[src/rtl/seq_alu_pkg.sv]
// Shared definitions for the sequential ALU: opcode and FSM state enumerations,
// opcode field width, and a helper that classifies the add-class opcodes.
// Imported by seq_alu and seq_alu_mul.
package seq_alu_pkg;

  localparam int unsigned OP_W = 4;

  // Opcodes 1010-1111 are not listed; they complete as single-cycle ops with y = 0.
  typedef enum logic [OP_W-1:0] {
    OP_ADD  = 4'b0000,
    OP_SHL  = 4'b0001,
    OP_INC  = 4'b0010,
    OP_INC2 = 4'b0011,
    OP_NOT  = 4'b0100,
    OP_AND  = 4'b0101,
    OP_OR   = 4'b0110,
    OP_XOR  = 4'b0111,
    OP_SUB  = 4'b1000,
    OP_MUL  = 4'b1001
  } op_e;

  typedef enum logic [1:0] {
    S_IDLE = 2'd0,
    S_EXEC = 2'd1,
    S_MUL  = 2'd2,
    S_DONE = 2'd3
  } state_e;

  // Add-class ops (0000-0011) are the only ones that report a carry-out.
  function automatic logic is_add_class(input logic [OP_W-1:0] op);
    return (op[3:2] == 2'b00);
  endfunction

endpackage

[src/rtl/seq_alu_mul.sv]
// Shift-add unsigned multiplier: one bit of B consumed per cycle, WIDTH cycles.
// Ports: i_clk/i_rst (sync, active-high), i_start loads i_a/i_b,
//        o_finish pulses one cycle when o_prod holds the full 2*WIDTH-bit product.
module seq_alu_mul
  import seq_alu_pkg::*;
#(
  parameter int WIDTH = 8
) (
  input  logic               i_clk,
  input  logic               i_rst,
  input  logic               i_start,
  input  logic [WIDTH-1:0]   i_a,
  input  logic [WIDTH-1:0]   i_b,
  output logic               o_finish,
  output logic [2*WIDTH-1:0] o_prod
);

  localparam int CNT_W = $clog2(WIDTH + 1);

  logic [2*WIDTH-1:0] r_prod;   // upper half: partial sum, lower half: remaining B bits
  logic [WIDTH-1:0]   r_mcand;
  logic [CNT_W-1:0]   r_cnt;
  logic               r_run;

  logic               w_last;
  logic [WIDTH:0]     w_sum;
  logic [2*WIDTH-1:0] w_prod_next;

  assign w_last = (r_cnt == CNT_W'(WIDTH));

  // Add the multiplicand into the upper half when the current B bit is set,
  // then shift the whole register right; the carry of the add lands in the MSB.
  always_comb begin
    w_sum = {1'b0, r_prod[2*WIDTH-1:WIDTH]} + {1'b0, r_mcand};
    if (r_prod[0]) begin
      w_prod_next = {w_sum, r_prod[WIDTH-1:1]};
    end else begin
      w_prod_next = {1'b0, r_prod[2*WIDTH-1:1]};
    end
  end

  always_ff @(posedge i_clk) begin
    if (i_rst) begin
      r_prod  <= '0;
      r_mcand <= '0;
      r_cnt   <= '0;
      r_run   <= 1'b0;
    end else if (i_start) begin
      r_prod  <= {{WIDTH{1'b0}}, i_b};
      r_mcand <= i_a;
      r_cnt   <= '0;
      r_run   <= 1'b1;
    end else if (r_run) begin
      if (w_last) begin
        // Finish has been presented for one cycle; stop so it does not repeat.
        r_run <= 1'b0;
      end else begin
        r_prod <= w_prod_next;
        r_cnt  <= r_cnt + CNT_W'(1);
      end
    end
  end

  assign o_finish = r_run && w_last;
  assign o_prod   = r_prod;

endmodule

[src/rtl/seq_alu.sv]
// Sequential ALU: single-cycle ops via EXEC (done 2 cycles after start),
// multiply via seq_alu_mul (done WIDTH+2 cycles after start).
// Ports: clk, rst (sync active-high), start/op/a/b request sampled in IDLE only,
//        busy/done status, registered y (2*WIDTH) with zero and carry flags.
module seq_alu
  import seq_alu_pkg::*;
#(
  parameter int WIDTH = 8
) (
  input  logic               clk,
  input  logic               rst,
  input  logic               start,
  input  logic [OP_W-1:0]    op,
  input  logic [WIDTH-1:0]   a,
  input  logic [WIDTH-1:0]   b,
  output logic               busy,
  output logic               done,
  output logic [2*WIDTH-1:0] y,
  output logic               zero,
  output logic               carry
);

  state_e             r_state;
  state_e             w_next_state;

  logic [OP_W-1:0]    r_op;
  logic [WIDTH-1:0]   r_a;
  logic [WIDTH-1:0]   r_b;

  logic [2*WIDTH-1:0] r_y;
  logic               r_zero;
  logic               r_carry;

  logic               w_accept;
  logic               w_mul_start;
  logic               w_mul_finish;
  logic [2*WIDTH-1:0] w_mul_prod;
  logic [2*WIDTH-1:0] w_res;
  logic               w_res_carry;

  // start is only looked at in IDLE; anything arriving while busy is dropped.
  assign w_accept    = (r_state == S_IDLE) && start;
  assign w_mul_start = w_accept && (op == OP_MUL);

  // The multiplier loads a/b on the same edge the top captures them.
  seq_alu_mul #(
    .WIDTH(WIDTH)
  ) u_mul (
    .i_clk   (clk),
    .i_rst   (rst),
    .i_start (w_mul_start),
    .i_a     (a),
    .i_b     (b),
    .o_finish(w_mul_finish),
    .o_prod  (w_mul_prod)
  );

  always_ff @(posedge clk) begin
    if (rst) begin
      r_state <= S_IDLE;
    end else begin
      r_state <= w_next_state;
    end
  end

  always_ff @(posedge clk) begin
    if (rst) begin
      r_op <= '0;
      r_a  <= '0;
      r_b  <= '0;
    end else if (w_accept) begin
      r_op <= op;
      r_a  <= a;
      r_b  <= b;
    end
  end

  // Single-cycle datapath from the captured operands; bits above each op's
  // natural width stay zero from the default.
  always_comb begin
    w_res = '0;
    unique case (r_op)
      OP_ADD:  w_res[WIDTH:0]   = {1'b0, r_a} + {1'b0, r_b};
      OP_SHL:  w_res[WIDTH:0]   = {r_a, 1'b0};
      OP_INC:  w_res[WIDTH:0]   = {1'b0, r_a} + (WIDTH+1)'(1);
      OP_INC2: w_res[WIDTH:0]   = {1'b0, r_a} + (WIDTH+1)'(2);
      OP_NOT:  w_res[WIDTH-1:0] = ~r_a;
      OP_AND:  w_res[WIDTH-1:0] = r_a & r_b;
      OP_OR:   w_res[WIDTH-1:0] = r_a | r_b;
      OP_XOR:  w_res[WIDTH-1:0] = r_a ^ r_b;
      // Extended subtract: bit WIDTH of the (WIDTH+1)-bit difference is the borrow.
      OP_SUB:  w_res[WIDTH:0]   = {1'b0, r_a} - {1'b0, r_b};
      default: w_res            = '0;
    endcase
    w_res_carry = is_add_class(r_op) && w_res[WIDTH];
  end

  // Result registers change only on the transition into DONE.
  always_ff @(posedge clk) begin
    if (rst) begin
      r_y     <= '0;
      r_zero  <= 1'b1;
      r_carry <= 1'b0;
    end else if (r_state == S_EXEC) begin
      r_y     <= w_res;
      r_zero  <= (w_res == '0);
      r_carry <= w_res_carry;
    end else if ((r_state == S_MUL) && w_mul_finish) begin
      r_y     <= w_mul_prod;
      r_zero  <= (w_mul_prod == '0);
      r_carry <= 1'b0;
    end
  end

  always_comb begin
    w_next_state = r_state;
    busy         = 1'b1;
    done         = 1'b0;
    unique case (r_state)
      S_IDLE: begin
        busy = 1'b0;
        if (start) begin
          w_next_state = (op == OP_MUL) ? S_MUL : S_EXEC;
        end
      end
      S_EXEC: begin
        w_next_state = S_DONE;
      end
      S_MUL: begin
        if (w_mul_finish) begin
          w_next_state = S_DONE;
        end
      end
      S_DONE: begin
        done         = 1'b1;
        w_next_state = S_IDLE;
      end
      default: begin
        w_next_state = S_IDLE;
      end
    endcase
  end

  assign y     = r_y;
  assign zero  = r_zero;
  assign carry = r_carry;

endmodule

[config.mk]
export PLATFORM = sky130hd
export DESIGN_NAME = seq_alu
export DESIGN_NICKNAME = d
export VERILOG_FILES = /design/src/rtl/seq_alu_pkg.sv /design/src/rtl/seq_alu_mul.sv /design/src/rtl/seq_alu.sv
export SDC_FILE = /design/constraint.sdc
export NUM_CORES = 1
export LEC_CHECK = 0
export ABC_CLOCK_PERIOD_IN_PS = 3600
export BUFFER_PORTS_ARGS = -buffer_cell sky130_fd_sc_hd__buf_2
export CORE_UTILIZATION = 45
export CTS_BUF_LIST = sky130_fd_sc_hd__clkbuf_8
export DETAILED_ROUTE_END_ITERATION = 6
export HOLD_SLACK_MARGIN = 0.06
export PLACE_DENSITY = 0.71
export SYNTH_ARGS = -nofsm -noshare
export SYNTH_HDL_FRONTEND = slang
export SYNTH_HIERARCHICAL = 1
export SYNTH_SLANG_ARGS = --single-unit
[constraint.sdc]
create_clock -name clk -period 3.6 [get_ports clk]
set_clock_uncertainty 0.15 [all_clocks]
set_input_delay 0.72 -clock clk [delete_from_list [all_inputs] [get_ports clk]]
set_output_delay 0.72 -clock clk [all_outputs]
set_load 0.02 [all_outputs]
After elaboration in Yosys (flattened, before gate mapping)
Index checks and enable logic that the tools add are counted.

cells by class
  reductions and logical operators = 17
  bitwise gates (word level) = 5
  eq/ne operators = 16
  muxes and demuxes = 21
  add/sub/neg operators = 6

operator list
  cell                                                             count
  8-bit case mux with 9 select lines                               1
  16-bit logical NOT                                               2
  8-bit two-way mux                                                3
  8-bit by 8-bit adder with 9-bit output                           2
  9-bit two-way mux                                                2
  4-bit by 3-bit == test with 1-bit output, second input constant  4
  16-bit two-way mux                                               1
  4-bit == test, second input constant                             3
  8-bit by 1-bit adder with 9-bit output, second input constant    1
  8-bit by 2-bit adder with 9-bit output, second input constant    1
  1-bit two-way mux                                                9
  8-bit by 8-bit subtractor with 9-bit output                      1
  8-bit bitwise AND                                                1
  4-bit by 2-bit == test with 1-bit output, second input constant  2
  8-bit inverter                                                   1
  8-bit bitwise OR                                                 1
  2-bit case mux with 4 select lines                               1
  8-bit bitwise XOR                                                1
  2-bit two-way mux                                                3
  2-bit AND reduction                                              3
  1-bit logical AND                                                5
  1-bit case mux with 5 select lines                               1
  4-bit by 1-bit adder with 4-bit output, second input constant    1
  2-bit == test, second input constant                             2
  other kinds (9)                                                  13

storage, ports and cells
  bits in registers = 69
  output and inout port bits = 20
  logic and storage cells = 78
  bits of input ports = 23

Logic depth before layout (Yosys ltp)
Gate-level depths: netlist of the first run.

  depth after elaboration = 5
  depth in mapped cells = 11

Modules after synthesis
The synthesis of the first run kept the hierarchy.

modules (own cells, without submodules)
  module       sequential area each (sq um)  cells an instance  times used  area each (sq um)
  seq_alu      800.8                         438                1           3,294.4
  seq_alu_mul  580.6                         207                1           1,666.6

Worst setup path before layout of the first run
No wires, ideal clock.

  kind = register to register
  from = reg r_a[0]
  to = reg r_zero, in the netlist zero
  library setup time = 0.119 ns
  cell stages (with the launch flop) = 12
  data required time = 3.331 ns
  arrival = 2.570 ns
  slack = 0.760 ns
  buffers on the path = 1
  path through = dfxtp_1 -> clkbuf_1 -> inv_1 -> ha_1 -> fa_1 -> or3_1 -> a31o_1 -> and3_1 -> o31ai_1 -> a211oi_1 -> a41oi_1 -> nor2_1

between the ends
  longest elaborated chain between the ends = 4
  elaborated cells on any way between the ends = 12
  classes of those cells = add/sub (4); mux (3); bitwise (4); reduce/logical (1)

RTL lines
  element                                                                                          line            RTL
  from (decl)                                                                                      seq_alu.sv:27   logic [WIDTH-1:0] r_a;
  from (signal assigned)                                                                           seq_alu.sv:69   r_a <= '0;
  from (signal assigned)                                                                           seq_alu.sv:73   r_a <= a;
  8-bit by 8-bit subtractor with 9-bit output (tied with other cells)                              seq_alu.sv:92   OP_SUB: w_res[WIDTH:0] = {1'b0, r_a} - {1'b0, r_b};
  8-bit case mux with 9 select lines / 1-bit case mux with 5 select lines (equally long branches)  seq_alu.sv:82   unique case (r_op)
  16-bit logical NOT (*)                                                                           seq_alu.sv:106  r_zero <= (w_res == '0);
  1-bit two-way mux (*)                                                                            seq_alu.sv:104  end else if (r_state == S_EXEC) begin
  to (signal assigned)                                                                             seq_alu.sv:106
  to (signal assigned)                                                                             seq_alu.sv:110  r_zero <= (w_mul_prod == '0);
  to (decl)                                                                                        seq_alu.sv:31   logic r_zero;

Mark *: on every way between the ends. The rest lies on a longest branch, timed or not.
A chain may end at the register's enable or synchronous reset.

Worst setup path after layout of the first run
Ends and elaborated chain as after synthesis.

==> results of run 1 <==
-- worst paths after layout --
check | from | endpoint | slack, ns | depth (start not counted)
setup / recovery | r_a[0] | zero | 0.58 | 10
hold / removal | y[9] | y[9] | 0.31 | 2
setup reg to reg | r_a[0] | zero | 0.58 | 10
hold reg to reg | y[9] | y[9] | 0.31 | 2
-- layout make-up --
type / count / area, µm² / share of cell area (%)
clock inverters: 7 / 98.84 / 1.821
multi-input cells: 491 / 3188 / 58.74
inverters: 38 / 142.6 / 2.628
repair buffers: 57 / 322.8 / 5.947
well taps: 136 / 170.2 / 3.135
clock buffers: 9 / 123.9 / 2.282
flip-flops and latches: 69 / 1381 / 25.45
-- per-stage QoR --
step,hold slack (ns),worst slack (ns),cells,cell area (µm²)
floorplan,0.3030,0.7602,645,4961
global placement,0.2904,0.6798,791,5205
detailed placement,0.2981,0.5896,791,5205
CTS,0.3101,0.5907,807,5428
global route,0.3282,0.4023,807,5428
finish,0.3096,0.5846,807,5428
-- cell families after synthesis --
group | synth area share [%]
flip-flops | 27.84
AND/OR/NAND/NOR | 23.71
AO/OA/AOI/OAI | 22.30
multiplexers | 4.716
adder cells (fa/ha/maj) | 11.55
buffers and inverters | 7.944
XOR/XNOR | 1.942
-- power groups by stage --
stage                     Sequential (W)  Combinational (W)  Clock [W]
final                            0.00101            0.00128   0.000732
after floorplan                  0.00101           0.000893          0
after CTS                        0.00100            0.00126   0.000743
after global placement           0.00101            0.00123          0
after global routing             0.00102            0.00140   0.000779
after detailed placement         0.00102            0.00126          0
-- cells in the mapped netlist (12+ instances only) --
| cell type | number |
|---|---|
| nand2_1 | 116 |
| dfxtp_1 | 69 |
| a21oi_1 | 63 |
| nor2_1 | 46 |
| ha_1 | 41 |
| inv_1 | 37 |
| clkbuf_1 | 23 |
| o21ai_0 | 22 |
| mux2i_1 | 20 |
| a211oi_1 | 12 |
| a21o_1 | 12 |
-- critical path: stages, from the launching register on --
cell      delay [ns]
dfxtp_1         0.56
inv_1           0.13
ha_1            0.26
fa_1            0.42
or3_1           0.32
a31o_1          0.23
and3_1          0.16
o31ai_1         0.29
a211oi_1        0.08
a41oi_1         0.25
nor2_1          0.07
-- placed cells by master, fill, tap and decap left out, types with 4 or more instances in the layout --
cell and count:
nand2_1 116, dfxtp_1 69, a21oi_1 63, nor2_1 45, buf_2 42, ha_1 41, inv_1 38, o21ai_0 22
mux2i_1 20, buf_4 15, a211oi_1 12, a21o_1 12, nand3_1 10, nor3_1 9, clkbuf_8 9, nor4_1 8
xnor2_1 7, nor2b_1 6, nand2b_1 6, or3_1 5, nor3b_1 5, and3_1 5, and2_1 4, o22ai_1 4
nand4_1 4, a311oi_1 4, o211ai_1 4, xor2_1 4, nand3b_1 4, a31oi_1 4
-- state kept, by name, summed over array words and instances (netlist names) --
signal,count
u_mul/r_run,1
r_b,8
u_mul/r_cnt,4
r_op,4
r_a,8
zero,1
u_mul/r_mcand,8
carry,1
r_state,2
y,16
u_mul/o_prod,16
-- metal layers --
| metal | track usage, % | up-vias |
|---|---|---|
| met5 | 0 | - |
| met4 | 10.18 | 0 |
| met1 | 36.30 | 2250 |
| li1 | - | 2310 |
| met2 | 38.11 | 163 |
| met3 | 5.410 | 39 |
==> impl_metrics.env, run 1 <==
export IMPL_outcome="complete, no violations"
export IMPL_area_growth_synth_to_final_pct=9.407
export IMPL_arrival_ns=3.13
export IMPL_p_per_area_nw_per_um2=556.9
export IMPL_grt_max_degree=50
export IMPL_postSynthCellCount=645
export IMPL_htree_levels=3
export IMPL_drc=0
export IMPL_synth_cell_types=75
export IMPL_syn_cell_area_um2=4961
export IMPL_wl_met1_um=6701
export IMPL_synthesis_nets=712
export IMPL_grt_setup_unrepaired="false"
export IMPL_end_kind="register"
export IMPL_power_frac_clock_pct=24.2
export IMPL_postCtsSetupBuffers=0
export IMPL_post_route_period_util_pct=83.76
export IMPL_cts_buffer_depth=2
export IMPL_finalCoreUtilization_pct=51.65
export IMPL_synth_top_area_cell="dfxtp_1"
export IMPL_combPwrFrac_pct=42.5
export IMPL_worstSetupStartpointType="register"
export IMPL_internal_power_w=0.001763
export IMPL_cts_root_buf="clkbuf_8"
export IMPL_cts_sinks=69
export IMPL_ys_flop_type="dfxtp_1"
export IMPL_ant_nets=0
export IMPL_required_ns=3.72
export IMPL_drt_iter0_drc=384
export IMPL_worstPathMaxFanout=12
export IMPL_cts_tree="yes"
export IMPL_ir_drop_mv=0.5355
export IMPL_fillers=1001
export IMPL_hold_class="reg2reg"
export IMPL_power_total_w=0.003023
export IMPL_finalHoldViolCount=0
export IMPL_path_clk_slew_ns=0.09
export IMPL_slew_headroom_pct=38.74
export IMPL_p_leak_nw=2.095
export IMPL_fmax_mhz=331.6
export IMPL_power_switching_w=0.001260
export IMPL_final_nets=733
export IMPL_ctsResizeCount=0
export IMPL_max_cap_viol_count=0
export IMPL_worst_pin_slew_ns=0.9119
export IMPL_synth_area_per_cell_um2=7.691
export IMPL_ys_seq_area_share_pct=27.84
export IMPL_ctsHoldBuffers=0
export IMPL_routed_via_count=4762
export IMPL_synth_top_area_share_pct=27.84
export IMPL_track_usage_pct=25.75
export IMPL_seqPwrFrac_pct=33.3
export IMPL_avgViaCountPerCell=5.901
export IMPL_drt_total_wl_um=14190
export IMPL_synth_seq_cells=69
export IMPL_grt_pass1_wl_um=22900
export IMPL_core_area_um2=10510
export IMPL_grt_pass1_vias=4479
export IMPL_grt_overflow_total=0
export IMPL_portBuffers=42
export IMPL_clock_latency_ns=0.37
export IMPL_initial_core_util_pct=47.21
export IMPL_wl_per_cell_um=17.58
export IMPL_wl_met3_um=896
export IMPL_hpwl_um=10730
export IMPL_drv_slew=0
export IMPL_ys_warn_count=6
export IMPL_drt_first_pass_iters=5
export IMPL_synthTopCellsByArea="dfxtp_1, ha_1, nand2_1"
export IMPL_die_h_um=107.0
export IMPL_die_w_um=107.0
export IMPL_final_layout_size_suffix_gt1_share_pct=12.67
export IMPL_ios=43
export IMPL_period_minus_slack_ns=3.015
export IMPL_synth_edff_count=0
export IMPL_n_antenna_cell=0
export IMPL_antenna_found_initial=0
export IMPL_setup_violations=0
export IMPL_switching_share_pct=41.69
export IMPL_setup_tns_ns=0
export IMPL_worst_setup_path_type="reg2reg"
export IMPL_async_reset_ff_share_pct=0
export IMPL_wl_met2_um=6143
export IMPL_top_layer_used="met4"
export IMPL_die_area_um2=11450
export IMPL_num_rows=37
export IMPL_place_gp_congestion=0.9167
export IMPL_numCtsBuffers=9
Power figures use the tool's default switching activity.
==> run 2: changes to the inputs <==
Settings changed: ABC_AREA set to 1, ABC_CLOCK_PERIOD_IN_PS 3600 to 2800.
Clock period 3.6 ns to 2.8 ns, I/O delays scaled along.
==> impl_metrics.env, run 2 <==
export IMPL_outcome="complete, no violations"
export IMPL_min_to="u_mul/r_mcand[3]"
export IMPL_grt_max_degree=41
export IMPL_period_minus_slack_ns=2.456
export IMPL_arrival_ns=2.61
export IMPL_end_kind="register"
export IMPL_p_per_area_nw_per_um2=777.0
export IMPL_clock_latency_ns=0.36
export IMPL_htree_levels=3
export IMPL_postSynthCellCount=769
export IMPL_synth_area_per_cell_um2=6.490
export IMPL_core_area_um2=10840
export IMPL_final_common_cell="nand2_1"
export IMPL_hold_start="a[3]"
export IMPL_power_total_w=0.004243
export IMPL_cts_sinks=69
export IMPL_drv_slew=0
export IMPL_worstSetupStartpointType="register"
export IMPL_ys_flop_type="dfxtp_1"
export IMPL_setup_violations=0
export IMPL_post_route_period_util_pct=87.70
export IMPL_synth_cell_types=47
export IMPL_area_growth_synth_to_final_pct=9.401
export IMPL_switching_share_pct=47.61
export IMPL_finalHoldViolCount=0
export IMPL_p_leak_nw=2.473
export IMPL_ctsHoldBuffers=0
export IMPL_final_nets=867
export IMPL_dp_slack_ns=0.2836
export IMPL_multi_input_area_um2=3105
export IMPL_reg2reg_setup_slack_ns=0.34
export IMPL_synthesis_nets=836
export IMPL_final_cell_mix="nand2_1, nor2_1, dfxtp_1, inv_1, nand3_1"
export IMPL_r2r_cells=15
export IMPL_num_rows=38
export IMPL_worstPathMaxFanout=9
export IMPL_setup_tns_ns=0
export IMPL_drc=0
export IMPL_slew_headroom_pct=59.10
export IMPL_cts_root_buf="clkbuf_8"
export IMPL_hold_class="in2reg"
export IMPL_avgViaCountPerCell=5.379
export IMPL_internal_power_w=0.002223
export IMPL_synth_edff_count=0
export IMPL_worst_pin_slew_ns=0.6112
export IMPL_whs_path_depth=3
export IMPL_die_area_um2=11520
export IMPL_setup_slack_ns=0.3444
export IMPL_finalInstanceArea_um2=5460
export IMPL_combPwrFrac_pct=51.7
export IMPL_drt_total_wl_um=14200
export IMPL_grt_setup_unrepaired="false"
export IMPL_place_gp_congestion=0.9792
export IMPL_worst_setup_path_type="reg2reg"
export IMPL_path_clk_slew_ns=0.08
export IMPL_fmax_mhz=407.2
export IMPL_wl_per_cell_um=15.03
export IMPL_n_antenna_cell=0
export IMPL_regArea_um2=1384
export IMPL_die_w_um=107.3
export IMPL_seqPwrFrac_pct=30.1
export IMPL_cts_tree="yes"
export IMPL_r2r_end="zero"
export IMPL_ys_warn_count=6
export IMPL_required_ns=2.95
export IMPL_syn_cell_area_um2=4991
export IMPL_grt_overflow_total=0
export IMPL_ios=43
export IMPL_postPlaceCellArea_um2=5265
export IMPL_routed_via_count=5083
export IMPL_ir_drop_mv=0.3260
export IMPL_synth_common_cells="nand2_1, nor2_1, dfxtp_1"
export IMPL_die_h_um=107.3
export IMPL_synthTopCellsByArea="dfxtp_1, nand2_1, ha_1"
export IMPL_grt_pass1_vias=4709
export IMPL_power_frac_clock_pct=18.3
export IMPL_grt_pass1_wl_um=23300
export IMPL_synth_top_area_share_pct=27.68
export IMPL_yosysMostFrequentCell="nand2_1"
export IMPL_final_layout_size_suffix_gt1_share_pct=13.79
export IMPL_ant_nets=0
export IMPL_hpwl_um=11070
export IMPL_antenna_found_initial=0
export IMPL_drt_iter0_drc=376
export IMPL_ys_seq_area_share_pct=27.68
export IMPL_track_usage_pct=26.16
export IMPL_synth_seq_cells=69
export IMPL_drt_first_pass_iters=6
export IMPL_max_cap_viol_count=0
export IMPL_regToRegStartpoint="r_a[6]"
export IMPL_numCtsBuffers=9
export IMPL_portBuffers=42
export IMPL_power_switching_w=0.002020
export IMPL_postCtsSetupBuffers=0
export IMPL_synth_top_area_cell="dfxtp_1"
export IMPL_async_reset_ff_share_pct=0
export IMPL_initial_core_util_pct=46.04
export IMPL_fillers=1127
export IMPL_cts_buffer_depth=2
## run 2: cell count changes after synthesis, moves of 11 or more
cell      previous run  this run
nor2_1              46       103
nand2_1            116       172
nand3_1             10        65
inv_1               37        67
o21ai_0             22        49
mux2i_1             20         0
clkbuf_1            23         8
o21ai_1              2        14
a21o_1              12         1
inv_2                0        11
## run 2: area by class of cell
| class | instances | share of cell area (%) |
|---|---|---|
| multi-input cells | 584 | 56.87 |
| flip-flops and latches | 69 | 25.34 |
| inverters | 82 | 5.683 |
| repair buffers | 54 | 5.500 |
| well taps | 140 | 3.208 |
| clock buffers | 11 | 2.773 |
| clock inverters | 5 | 0.6187 |
## run 2: cells by family (layout without fill, tap and decap cells)
logic type                 after synthesis  count (layout)  share of synthesized area [%]
AOI/OAI and AO/OA                      152             152                          16.65
xor gates and xnor gates                 2               2                         0.3510
adders and majority gates               44              44                          11.48
buffers and inverters                  116             152                          10.25
DFF                                     69              69                          27.68
and+or+nand+nor                        386             386                          33.59
## run 2: worst max path at each step
stage                 from   end  slack [ns]  depth (start not counted)
floorplan           r_a[0]  zero        0.59                         14
global placement    r_a[0]  zero        0.37                         14
detailed placement  r_a[0]  zero        0.28                         14
CTS                 r_a[0]  zero        0.25                         14
global route        r_a[0]  zero        0.04                         14
finish              r_a[6]  zero        0.34                         15
## run 2: power groups by stage
stage / combinational (W) / clock (W) / sequential, W
floorplan: 0.00150 / 0 / 0.00133
global placement: 0.00214 / 0 / 0.00129
detailed placement: 0.00213 / 0 / 0.00129
CTS: 0.00214 / 0.000786 / 0.00127
global route: 0.00247 / 0.000829 / 0.00130
finish: 0.00219 / 0.000775 / 0.00128
## run 2: per-layer routing
layer / part of all wire, % / global-route usage, %
met1: 45 / 34.01
met2: 44 / 42.07
met3: 7.7 / 5.872
met4: 3.1 / 9.980
met5: 0 / 0
## run 2: what timing repair did
action | 4_1_cts | 5_1_grt
endpoints found under the hold margin | 0 | 0
setup endpoints to repair | 0 | 3
gates resized for setup | 0 | 6
## run 2: per-stage QoR
stage	hold slack (ns)	util (%)	std cells
2_1_floorplan	0.3066	-	769
3_3_place_gp	0.3054	48.57	929
3_5_place_dp	0.3039	48.57	929
4_1_cts	0.3056	50.28	945
5_1_grt	0.3232	50.37	945
6_report	0.3099	50.37	945
## run 2: worst max-delay path, stage by stage (launching register included)
cell and delay (ns):
dfxtp_1 0.48, inv_1 0.15, ha_2 0.45, inv_1 0.11, a21o_1 0.16, a21oi_1 0.15, nand3_1 0.09, nand2_1 0.06
nor2_1 0.04, nor2_1 0.13, nand2_1 0.06, nor2_1 0.08, nand4_1 0.08, nand2_1 0.09, nand2_1 0.05, nand2_1 0.06
